`config.mk`:
```
export PLATFORM = sky130hd
export DESIGN_NAME = keypad_scanner
export DESIGN_NICKNAME = d
export VERILOG_FILES = /design/src/rtl/keypad_scanner.sv
export SDC_FILE = /design/constraint.sdc
export NUM_CORES = 1
export LEC_CHECK = 0
export ABC_CLOCK_PERIOD_IN_PS = 2600
export BUFFER_PORTS_ARGS = -buffer_cell sky130_fd_sc_hd__buf_2
export CORE_ASPECT_RATIO = 0.75
export CORE_MARGIN = 4
export CORE_UTILIZATION = 50
export CTS_CLUSTER_SIZE = 25
export DETAILED_ROUTE_END_ITERATION = 12
export PLACE_DENSITY = 0.68
export SYNTH_ARGS = -nofsm -noshare
export SYNTH_HDL_FRONTEND = slang
export SYNTH_SLANG_ARGS = --single-unit
```
`constraint.sdc`:
```
create_clock -name clk -period 2.6 [get_ports clk]
set_input_delay 0 -clock clk [delete_from_list [all_inputs] [get_ports clk]]
set_output_delay 0 -clock clk [all_outputs]
set_load 0.01 [all_outputs]
```
`src/rtl/keypad_scanner.sv`:
```
// keypad_scanner: scans a 4x4 active-low keypad, debounces presses and releases, and decodes them into calculator strobes
module keypad_scanner #(
  parameter int SCAN_CYCLES     = 4,
  parameter int DEBOUNCE_CYCLES = 16
) (
  input  logic       clk,
  input  logic       nRST,
  input  logic [3:0] col_in,
  output logic [3:0] row_out,
  output logic [3:0] keypad_input,
  output logic       read_input,
  output logic [2:0] operator_input,
  output logic       equal_input,
  output logic       clear_input
);
  localparam int SW = ($clog2(SCAN_CYCLES) < 1) ? 1 : $clog2(SCAN_CYCLES);
  localparam int DW = ($clog2(DEBOUNCE_CYCLES) < 1) ? 1 : $clog2(DEBOUNCE_CYCLES);
  localparam logic [SW-1:0] SCAN_LAST = SW'(SCAN_CYCLES - 1);
  localparam logic [DW-1:0] DB_LAST   = DW'(DEBOUNCE_CYCLES - 1);

  typedef enum logic [1:0] {SCAN, PRESS_DB, EMIT, RELEASE_DB} state_t;

  state_t        state;
  logic [3:0]    sync1, col_s, pat, col_low;
  logic [1:0]    idx, col_idx;
  logic [SW-1:0] dwell;
  logic [DW-1:0] cnt;
  logic [3:0]    key, digit;
  logic [2:0]    op_val;
  logic          one_low, is_digit, is_op, is_eq, is_clr;

  // two-flop synchronizer; idle lines read as released
  always_ff @(posedge clk or negedge nRST)
    if (!nRST) begin
      sync1 <= 4'hF;
      col_s <= 4'hF;
    end else begin
      sync1 <= col_in;
      col_s <= sync1;
    end

  // exactly one low column qualifies as a single keypress; decode the latched key
  always_comb begin
    col_low  = ~col_s;
    one_low  = (col_low != 4'd0) && ((col_low & (col_low - 4'd1)) == 4'd0);
    col_idx  = !pat[0] ? 2'd0 : !pat[1] ? 2'd1 : !pat[2] ? 2'd2 : 2'd3;
    key      = {idx, col_idx};
    is_digit = (idx != 2'd3 && col_idx != 2'd3) || key == 4'd13;
    digit    = key == 4'd13 ? 4'd0 : 4'(({2'b00, idx} * 4'd3) + {2'b00, col_idx} + 4'd1);
    is_op    = col_idx == 2'd3 && idx != 2'd3;
    op_val   = 3'b001 << idx;
    is_eq    = key == 4'd14;
    is_clr   = key == 4'd12;
  end

  // scan/debounce/emit FSM with registered row drive and output strobes
  always_ff @(posedge clk or negedge nRST)
    if (!nRST) begin
      state          <= SCAN;
      idx            <= 2'd0;
      row_out        <= 4'b1110;
      dwell          <= '0;
      cnt            <= '0;
      pat            <= 4'hF;
      keypad_input   <= 4'd0;
      read_input     <= 1'b0;
      operator_input <= 3'b000;
      equal_input    <= 1'b0;
      clear_input    <= 1'b0;
    end else begin
      read_input  <= 1'b0;
      equal_input <= 1'b0;
      clear_input <= 1'b0;
      case (state)
        SCAN:
          if (dwell != SCAN_LAST) dwell <= dwell + 1'b1;
          else begin
            dwell <= '0;
            cnt   <= '0;
            if (one_low) begin
              pat   <= col_s;
              state <= PRESS_DB;
            end else begin
              idx     <= idx + 2'd1;
              row_out <= ~(4'b0001 << (idx + 2'd1));
            end
          end
        PRESS_DB:
          if (col_s != pat) begin
            cnt   <= '0;
            state <= SCAN;
          end else if (cnt == DB_LAST) begin
            state <= EMIT;
            if (is_digit) begin
              keypad_input <= digit;
              read_input   <= 1'b1;
            end
            if (is_op) operator_input <= op_val;
            if (is_eq) equal_input <= 1'b1;
            if (is_clr) begin
              clear_input    <= 1'b1;
              operator_input <= 3'b000;
            end
          end else cnt <= cnt + 1'b1;
        EMIT: begin
          cnt   <= '0;
          state <= RELEASE_DB;
        end
        RELEASE_DB:
          if (col_s != 4'hF) cnt <= '0;
          else if (cnt == DB_LAST) begin
            state   <= SCAN;
            dwell   <= '0;
            cnt     <= '0;
            idx     <= idx + 2'd1;
            row_out <= ~(4'b0001 << (idx + 2'd1));
          end else cnt <= cnt + 1'b1;
        default: state <= SCAN;
      endcase
    end
endmodule
```
==> run_results.csv, run 1 <==
group,metric,value,unit
detailed_routing,drt-wirelength-per-cell,13.8,um
cts,clkSlewWorstSetupHoldPaths,0.07,ns
logic_synthesis,yosysTopAreaCell,"dfrtp_1",
detailed_routing,drc,0,
critical_path,path_cells,"nand2_1, inv_1, fa_1, ha_1, a21o_1, a21oi_1, nor2_1, mux2_1",
critical_path,crit_path_end_kind,"flip-flop",
timing,setup_viol,0,
finish,antennaDiodeCount,0,
finish,stdcell_count,240,
timing,final-hold-violation-count,0,
floorplanning,die_h,61.2,um
timing,worstMarginPinSlew,0.778,ns
cts,htreeDepth,2,
logic_synthesis,synth-edff-count,0,
detailed_routing,num_vias,1247,
logic_synthesis,yosys_warnings,0,
floorplanning,row_count,19,
timing,max_freq,441,MHz
critical_path,reg2reg_from,"pat[0]$_DFFE_PN1P_",
cts,clock_latency,0.28,ns
place,routabilityCongestion,0.830,
finish,final_cell_mix,"21 x dfrtp_1, 19 x buf_2, 18 x inv_1, 15 x dfstp_2, 12 x ha_1",
power_and_ir_drop,vdd_drop_max,499,uV
critical_path,critPathKind,"flip-flop to flip-flop",
logic_synthesis,avgSynthCellArea,11.6,um2
timing,slew_headroom,48.1,%
timing,timing.final.crit_share,87.3,%
run,drv_cap,0,
critical_path,required,2.76,ns
cts,clock-sinks,36,
cts,clk_path_buf_depth,2,
global_routing,grt_max_degree,37,
detailed_routing,viasPerCell,5.20,
detailed_routing,drtIter0Drc,78,
global_routing,track_usage,16.1,%
cts,cts_tree,"done",
logic_synthesis,synth.distinct_cells,43,
floorplanning,die_x,78.9,um
logic_synthesis,synth_top_area_share,27.9,%
timing,maxSlewViolCount,0,
place,dp.cells,227,
floorplanning,die_area,4830,um2
floorplanning,fp.coreArea,3640,um2
timing,rsz0062_at_grt,"false",
timing,tns,0,ns
logic_synthesis,synth_nets,182,
power_and_ir_drop,p_leak,1.03,nW
floorplanning,ios,20,
finish,utilization,58.5,%
power_and_ir_drop,p_total,0.00208,W
place,dp_hpwl,2440,um
cts,root_buffer,"clkbuf_8",
critical_path,r2r_cells,8,
logic_synthesis,syn-cell-area,1890,um2
floorplanning,start_util,51.8,%
critical_path,crit_fanout,7,
global_routing,first_global_vias,1263,
detailed_routing,postRouteWirelength,3320,um
global_routing,grt_overflow_total,0,
finish,nFillCells,311,
status,status,"complete, no violations",
critical_path,worst_path_largest_cell_delay,0.58,ns
finish,drive_above_1_share,28.7,%
global_routing,grt_pass1_wl,5890,um
logic_synthesis,synth.area.top_cells,"dfrtp_1 28%, dfstp_2 21%, ha_1 8.0%",
detailed_routing,antenna_left,0,
timing,min_period,2.27,ns
critical_path,slowest_stage,"dfstp_2",
logic_synthesis,synth-main-ff-cell,"dfrtp_1",
timing,fin_skew,0.00666,ns
hold_path,hold_path_class,"primary input to async pin",
logic_synthesis,syn_inst,162,
logic_synthesis,seq_area_frac_synth,48.8,%
finish,syn_to_final_growth,12.8,%
critical_path,worstPathArrival,2.43,ns
global_routing,antenna_found_initial,0,
cts,cts_buffers,5,
logic_synthesis,async_flop_share,100,%
detailed_routing,drt_pass1_iterations,4,
finish,layout_commonest_cell,"dfrtp_1",
critical_path,startpoint_type,"flip-flop",
cts,cts_resized,0,
power_and_ir_drop,p_per_area,977,nW/um2
place,port_buffers,19,
logic_synthesis,ys_ff_latch,36,
finish,finalNetCount,207,
critical_path,crit_path_start,"pat[0]$_DFFE_PN1P_",
## metrics by stage
stage	hold slack [ns]	setup slack [ns]	area, um2
final	0.329	0.330	2130
after global routing	0.365	0.223	2130
after CTS	0.347	0.321	2130
after detailed placement	0.106	0.328	1990
after global placement	0.106	0.387	1990
after floorplan	-0.296	0.448	1890
## worst paths after layout
| path | to | slack (ns) |
|---|---|---|
| max reg2reg | keypad_input[3]$_DFFE_PN0P_ | 0.33 |
| min reg2reg | col_s[1]$_DFF_PN1_ | 0.35 |
| max in group asynchronous | keypad_input[0]$_DFFE_PN0P_ | 1.77 |
| max | keypad_input[3]$_DFFE_PN0P_ | 0.33 |
| min | idx[1]$_DFFE_PN0P_ | 0.33 |
| min in group clk | col_s[1]$_DFF_PN1_ | 0.35 |
## power breakdown
part           internal (W)  leakage (nW)  switching (W)
clock              0.000216        0.0455       0.000182
combinational      0.000388         0.543       0.000440
sequential         0.000712         0.437       0.000140
## cell type report
cell class	instances	area (um2)	share of cell area (%)
Clock buffer	8	90.1	4.24
Inverter	18	67.6	3.18
Multi-Input combinational cell	102	840	39.5
Sequential cell	36	920	43.2
Tap cell	52	65.1	3.06
Timing Repair Buffer	24	145	6.82
## critical path: cells and delay by family (launching register included)
kind	cells	cell delay (ns)
simple gates	2	0.16
mux	1	0.28
fa+ha+maj	2	0.76
flops	1	0.58
compound gates	2	0.28
buf+inv	1	0.08
## registers in the layout, summed over array words and instances (netlist names), 2 cells and up, named ones only
| signal | flops |
|---|---|
| dwell | 2 |
| col_s | 4 |
| pat | 4 |
| idx | 2 |
| keypad_input | 4 |
| row_out | 4 |
| cnt | 4 |
| operator_input | 3 |
| sync1 | 4 |
## Yosys cell counts, types with 2 or more instances
cell      number
mux2i_1        5
inv_1         18
o22ai_1        4
nand4_1        2
nand2_1       10
a21oi_1        6
mux2_4         2
nor2_1         6
mux2_2         7
nor3_1         3
mux2_1         2
ha_1          12
buf_6          2
o21ai_0        4
nand3_1        3
dfstp_2       15
a211oi_1       4
xnor2_1        3
fa_1           2
xor2_1         4
nand4b_1       2
buf_4          3
dfrtp_1       21
nand2b_1       3
## timing repair
| action | in CTS | in global routing |
|---|---|---|
| hold buffers | 5 | 0 |
| endpoints found under the hold margin | 25 | 0 |
| setup buffers | 0 | 0 |
## per-layer routing
layer | up-vias | track usage (%) | part of all wire (%)
met5 | - | 0 | 0
met4 | 0 | 8.33 | 0.93
met3 | 5 | 4.68 | 4.7
met2 | 30 | 25.2 | 46
met1 | 602 | 20.8 | 48
li1 | 610 | - | -
## cells by family (layout without fill, tap and decap cells)
logic type,count (synthesis),in the layout,synth area share (%)
compound gates,27,27,9.49
flops,36,36,48.8
fa+ha+maj,14,14,10.1
mux,16,16,9.62
buf+inv,24,50,6.70
simple gates,38,38,12.1
xor+xnor,7,7,3.25
Note: power is estimated with default switching activity, not from simulation.
==> run 2: changes to the inputs <==
--- a/config.mk
+++ b/config.mk
@@ -5,7 +5,7 @@
 export SDC_FILE = /design/constraint.sdc
 export NUM_CORES = 1
 export LEC_CHECK = 0
-export ABC_CLOCK_PERIOD_IN_PS = 2600
+export ABC_CLOCK_PERIOD_IN_PS = 2400
 export BUFFER_PORTS_ARGS = -buffer_cell sky130_fd_sc_hd__buf_2
 export CORE_ASPECT_RATIO = 0.75
 export CORE_MARGIN = 4
==> constraint.sdc (replaced) <==
create_clock -name clk -period 2.4 [get_ports clk]
set_input_delay 0 -clock clk [delete_from_list [all_inputs] [get_ports clk]]
set_output_delay 0 -clock clk [all_outputs]
set_load 0.01 [all_outputs]
==> run 2 against run 1 <==
Hold slack lost 0.0019 ns. Critical path depth shrank 1. Wire length grew 6.5%. Clock skew grew 0.0025 ns. Critical endpoint is now keypad_input[2]$_DFFE_PN0P_. Largest cell class unchanged.
==> run_results.csv, run 2 (same netlist as run 1, synthesis figures left out) <==
group,metric,value,unit
status,status,"complete, no violations",
global_routing,met1_usage,22.1,%
global_routing,grt_max_degree,37,
cts,clk_path_buf_depth,2,
finish,final_cell_mix,"21 x dfrtp_1, 19 x buf_2, 18 x inv_1, 15 x dfstp_2, 12 x ha_1",
power_and_ir_drop,p_per_area,1090,nW/um2
critical_path,r2r_cells,7,
global_routing,antenna_found_initial,0,
critical_path,required,2.56,ns
cts,clock_latency,0.28,ns
timing,slew_headroom,48.8,%
power_and_ir_drop,vdd_drop_max,573,uV
timing,final-hold-violation-count,0,
detailed_routing,drt_pass1_iterations,4,
power_and_ir_drop,p_leak,1.05,nW
finish,syn_to_final_growth,14.9,%
place,routabilityCongestion,0.866,
finish,finalNetCount,211,
cts,cts_buffers,5,
floorplanning,die_area,4830,um2
timing,worstMarginPinSlew,0.768,ns
timing,min_period,2.25,ns
detailed_routing,drtIter0Drc,115,
cts,clock-sinks,36,
finish,drive_above_1_share,30.7,%
global_routing,first_global_vias,1275,
place,place_ws,0.149,ns
critical_path,slowest_stage,"dfstp_2",
timing,fin_skew,0.00912,ns
floorplanning,die_x,78.9,um
cts,cts_resized,0,
detailed_routing,num_vias,1260,
finish,antennaDiodeCount,0,
floorplanning,die_h,61.2,um
timing,rsz0062_at_grt,"false",
critical_path,worstPathArrival,2.41,ns
detailed_routing,antenna_left,0,
timing,maxSlewViolCount,0,
timing,timing.final.crit_share,93.8,%
hold_path,hold_path_class,"primary input to async pin",
floorplanning,fp.coreArea,3640,um2
cts,clkSlewWorstSetupHoldPaths,0.07,ns
detailed_routing,viasPerCell,5.16,
cts,htreeDepth,2,
global_routing,grt_pass1_wl,6150,um
critical_path,crit_path_end_kind,"flip-flop",
timing,finalWorstSetupSlack,0.148,ns
global_routing,top_usage_layer,"met2",
run,drv_cap,0,
critical_path,crit_fanout,5,
critical_path,worst_path_largest_cell_delay,0.58,ns
detailed_routing,postRouteWirelength,3540,um
global_routing,grt_overflow_total,0,
global_routing,gr-usage-met3,4.53,%
floorplanning,ios,20,
detailed_routing,drc,0,
cts,root_buffer,"clkbuf_8",
floorplanning,start_util,51.8,%
place,dp_hpwl,2580,um
floorplanning,row_count,19,
global_routing,track_usage,17.0,%
timing,tns,0,ns
cts,cts_tree,"done",
global_routing,met2_usage,27.4,%
timing,setup_viol,0,
critical_path,path_cells,"nand2_1, inv_1, fa_1, fa_1, xnor2_1, nor2_1, mux2_1",
timing,max_freq,444,MHz
finish,layout_commonest_cell,"dfrtp_1",
critical_path,critPathKind,"flip-flop to flip-flop",
critical_path,crit_top_cell,"fa_1",
place,port_buffers,19,
detailed_routing,drt-wirelength-per-cell,14.5,um
critical_path,startpoint_type,"flip-flop",
run 2: layout make-up:
class                   count  area [um2]
clock buffers               8         100
fillers                   325        1470
inverters                  18        67.6
multi-input cells         102         840
flip-flops and latches     36         920
well taps                  52        65.1
repair buffers             28         175
run 2: metal layers:
layer,wire length (um),share of wire (%),vias up
met3,157,4.4,4
met4,37,1.0,0
met2,1740,49,32
li1,-,-,611
met5,0,0,-
met1,1610,45,613
run 2: path summary, 6_finish.rpt:
path                                     from                             to  slack (ns)
setup / recovery           pat[1]$_DFFE_PN1P_    keypad_input[2]$_DFFE_PN0P_        0.15
hold / removal                           nRST  operator_input[0]$_DFFE_PN0P_        0.33
setup reg to reg           pat[1]$_DFFE_PN1P_    keypad_input[2]$_DFFE_PN0P_        0.15
hold reg to reg            sync1[2]$_DFF_PN1_             col_s[2]$_DFF_PN1_        0.36
max in group asynchronous                nRST    keypad_input[2]$_DFFE_PN0P_        1.58
min in group clk                    col_in[2]             sync1[2]$_DFF_PN1_        0.35
run 2: through the flow:
stage,util (%),hold slack [ns],instances,total power [W],cell area [um2]
floorplan,-,-0.296,162,0.00164,1890
global placement,55.0,0.106,229,0.00180,2000
detailed placement,55.0,0.107,229,0.00187,2000
CTS,59.2,0.346,242,0.00236,2150
global route,59.6,0.349,244,0.00257,2170
finish,59.6,0.327,244,0.00236,2170
run 2: power breakdown:
| group | internal, W | leakage (nW) | switching [W] |
|---|---|---|---|
| sequential | 0.000772 | 0.437 | 0.000126 |
| combinational | 0.000462 | 0.563 | 0.000530 |
| clock | 0.000262 | 0.0515 | 0.000204 |
| total | 0.00150 | 1.05 | 0.000860 |
run 2: timing repair:
item	CTS	global route
endpoints found under the setup margin	0	1
hold endpoints to repair	25	0
buffers inserted	0	2
hold buffers	5	0
run 2: worst max-delay path: cells and delay by family, from the launching register on:
kind                     cells  cell delay, ns
multiplexers                 1            0.29
adder cells (fa/ha/maj)      2            0.89
flip-flops                   1            0.58
AND/OR/NAND/NOR              2            0.15
buffers and inverters        1            0.08
XOR/XNOR                     1            0.15
==> run 3: changes to the inputs <==
--- a/config.mk
+++ b/config.mk
@@ -10,6 +10,7 @@
 export CORE_ASPECT_RATIO = 0.75
 export CORE_MARGIN = 4
 export CORE_UTILIZATION = 50
+export CTS_BUF_LIST = sky130_fd_sc_hd__clkbuf_4
 export CTS_CLUSTER_SIZE = 25
 export DETAILED_ROUTE_END_ITERATION = 12
 export PLACE_DENSITY = 0.68
==> run 3 against run 2 <==
Sequential cell count is the same. Utilization shrank 1.3 points. Power shrank 6.6%. Hold slack lost 0.071 ns. Design area shrank 2.2%. Sequential power is essentially flat. Global-route usage is essentially flat. Largest cell class unchanged. Via count grew 1.0%. Setup slack gained 0.0033 ns.
==> run_results.csv, run 3 (same netlist as run 1, synthesis figures left out) <==
group,metric,value,unit
status,status,"complete, no violations",
cts,cts_tree,"done",
global_routing,track_usage,17.0,%
detailed_routing,drc,0,
global_routing,grt_pass1_wl,6070,um
cts,clock-sinks,36,
floorplanning,ios,20,
critical_path,crit_fanout,5,
floorplanning,fp.coreArea,3640,um2
hold_path,hold_path_class,"primary input to async pin",
timing,slew_headroom,49.1,%
timing,tns,0,ns
critical_path,r2r_cells,7,
critical_path,critPathKind,"flip-flop to flip-flop",
critical_path,crit_path_end_kind,"flip-flop",
cts,clkSlewWorstSetupHoldPaths,0.11,ns
timing,fin_skew,0.0170,ns
detailed_routing,drtIter0Drc,98,
detailed_routing,antenna_left,0,
finish,stdcell_count,244,
run,drv_cap,0,
cts,cts_resized,0,
power_and_ir_drop,p_leak,1.03,nW
place,routabilityCongestion,0.866,
timing,setup_viol,0,
place,dp.cells,229,
timing,maxSlewViolCount,0,
power_and_ir_drop,p_per_area,1040,nW/um2
floorplanning,row_count,19,
detailed_routing,drt-wirelength-per-cell,14.3,um
finish,antennaDiodeCount,0,
finish,drive_above_1_share,30.2,%
power_and_ir_drop,combPwrFrac,44.9,%
cts,htreeDepth,2,
power_and_ir_drop,p_int,0.00135,W
critical_path,startpoint_type,"flip-flop",
global_routing,grt_overflow_total,0,
critical_path,required,2.62,ns
timing,timing.final.crit_share,93.7,%
floorplanning,start_util,51.8,%
cts,clk_path_buf_depth,2,
power_and_ir_drop,power.switching,0.000848,W
finish,final_cell_mix,"21 x dfrtp_1, 19 x buf_2, 18 x inv_1, 15 x dfstp_2, 12 x ha_1",
detailed_routing,postRouteWirelength,3490,um
floorplanning,die_x,78.9,um
timing,rsz0062_at_grt,"false",
power_and_ir_drop,vdd_drop_max,576,uV
cts,root_buffer,"clkbuf_4",
detailed_routing,viasPerCell,5.22,
floorplanning,die_h,61.2,um
power_and_ir_drop,swShare,38.5,%
global_routing,grt_max_degree,37,
timing,final-hold-violation-count,0,
global_routing,antenna_found_initial,0,
cts,clock_latency,0.34,ns
cts,cts_buffers,5,
critical_path,worstPathArrival,2.46,ns
power_and_ir_drop,seq_power_share,40.7,%
finish,syn_to_final_growth,12.4,%
critical_path,reg2reg_slack,0.15,ns
power_and_ir_drop,pwr-share-clk,14.4,%
timing,max_freq,445,MHz
timing,worstMarginPinSlew,0.764,ns
finish,utilization,58.3,%
detailed_routing,num_vias,1273,
place,port_buffers,19,
global_routing,first_global_vias,1255,
place,dp_hpwl,2580,um
finish,layout_commonest_cell,"dfrtp_1",
timing,min_period,2.25,ns
floorplanning,die_area,4830,um2
finish,finalNetCount,211,
detailed_routing,drt_pass1_iterations,4,
[run 3: per-layer routing]
layer / GRT usage [%] / share of wire, % / vias up
met3: 4.53 / 4.3 / 8
met1: 21.9 / 46 / 617
li1: - / - / 615
met5: 0 / 0 / -
met2: 26.7 / 47 / 33
met4: 9.56 / 2.3 / 0
[run 3: cell type report]
class / count / area, um2
Clock buffer: 6 / 45.0
Clock inverter: 2 / 7.51
Fill cell: 332 / 1520
Inverter: 18 / 67.6
Multi-Input combinational cell: 102 / 840
Sequential cell: 36 / 920
Tap cell: 52 / 65.1
Timing Repair Buffer: 28 / 175
[run 3: through the flow]
step,worst slack (ns),area (um2),hold WS (ns),power (W)
2_1_floorplan,0.248,1890,-0.296,0.00164
3_3_place_gp,0.186,2000,0.106,0.00180
3_5_place_dp,0.149,2000,0.107,0.00187
4_1_cts,0.131,2100,0.274,0.00220
5_1_grt,0.0169,2120,0.271,0.00242
6_report,0.151,2120,0.256,0.00220
[run 3: power by group through the flow]
stage                     sequential, W  clock, W  combinational (W)
final                          0.000895  0.000316           0.000988
after global routing           0.000915  0.000356            0.00115
after CTS                      0.000898  0.000332           0.000971
after detailed placement       0.000908         0           0.000959
after global placement         0.000888         0           0.000910
after floorplan                0.000895         0           0.000741
[run 3: worst max-delay path, stage by stage, from the launching register on]
cell and delay, ns:
dfstp_2 0.59, nand2_1 0.10, inv_1 0.08, fa_1 0.45, fa_1 0.43, xnor2_1 0.15
nor2_1 0.05, mux2_1 0.29
[run 3: path summary, 6_finish.rpt]
kind / startpoint / end
setup / recovery: pat[1]$_DFFE_PN1P_ / keypad_input[2]$_DFFE_PN0P_
hold / removal: nRST / operator_input[1]$_DFFE_PN0P_
setup reg to reg: pat[1]$_DFFE_PN1P_ / keypad_input[2]$_DFFE_PN0P_
hold reg to reg: sync1[2]$_DFF_PN1_ / col_s[2]$_DFF_PN1_
max in group asynchronous: nRST / keypad_input[2]$_DFFE_PN0P_
min in group clk: col_in[2] / sync1[2]$_DFF_PN1_
[run 3: what timing repair did]
action                                  in CTS  in global routing
endpoints found under the setup margin       0                  1
hold buffers                                 5                  0
setup buffers                                0                  2
endpoints found under the hold margin       25                  0
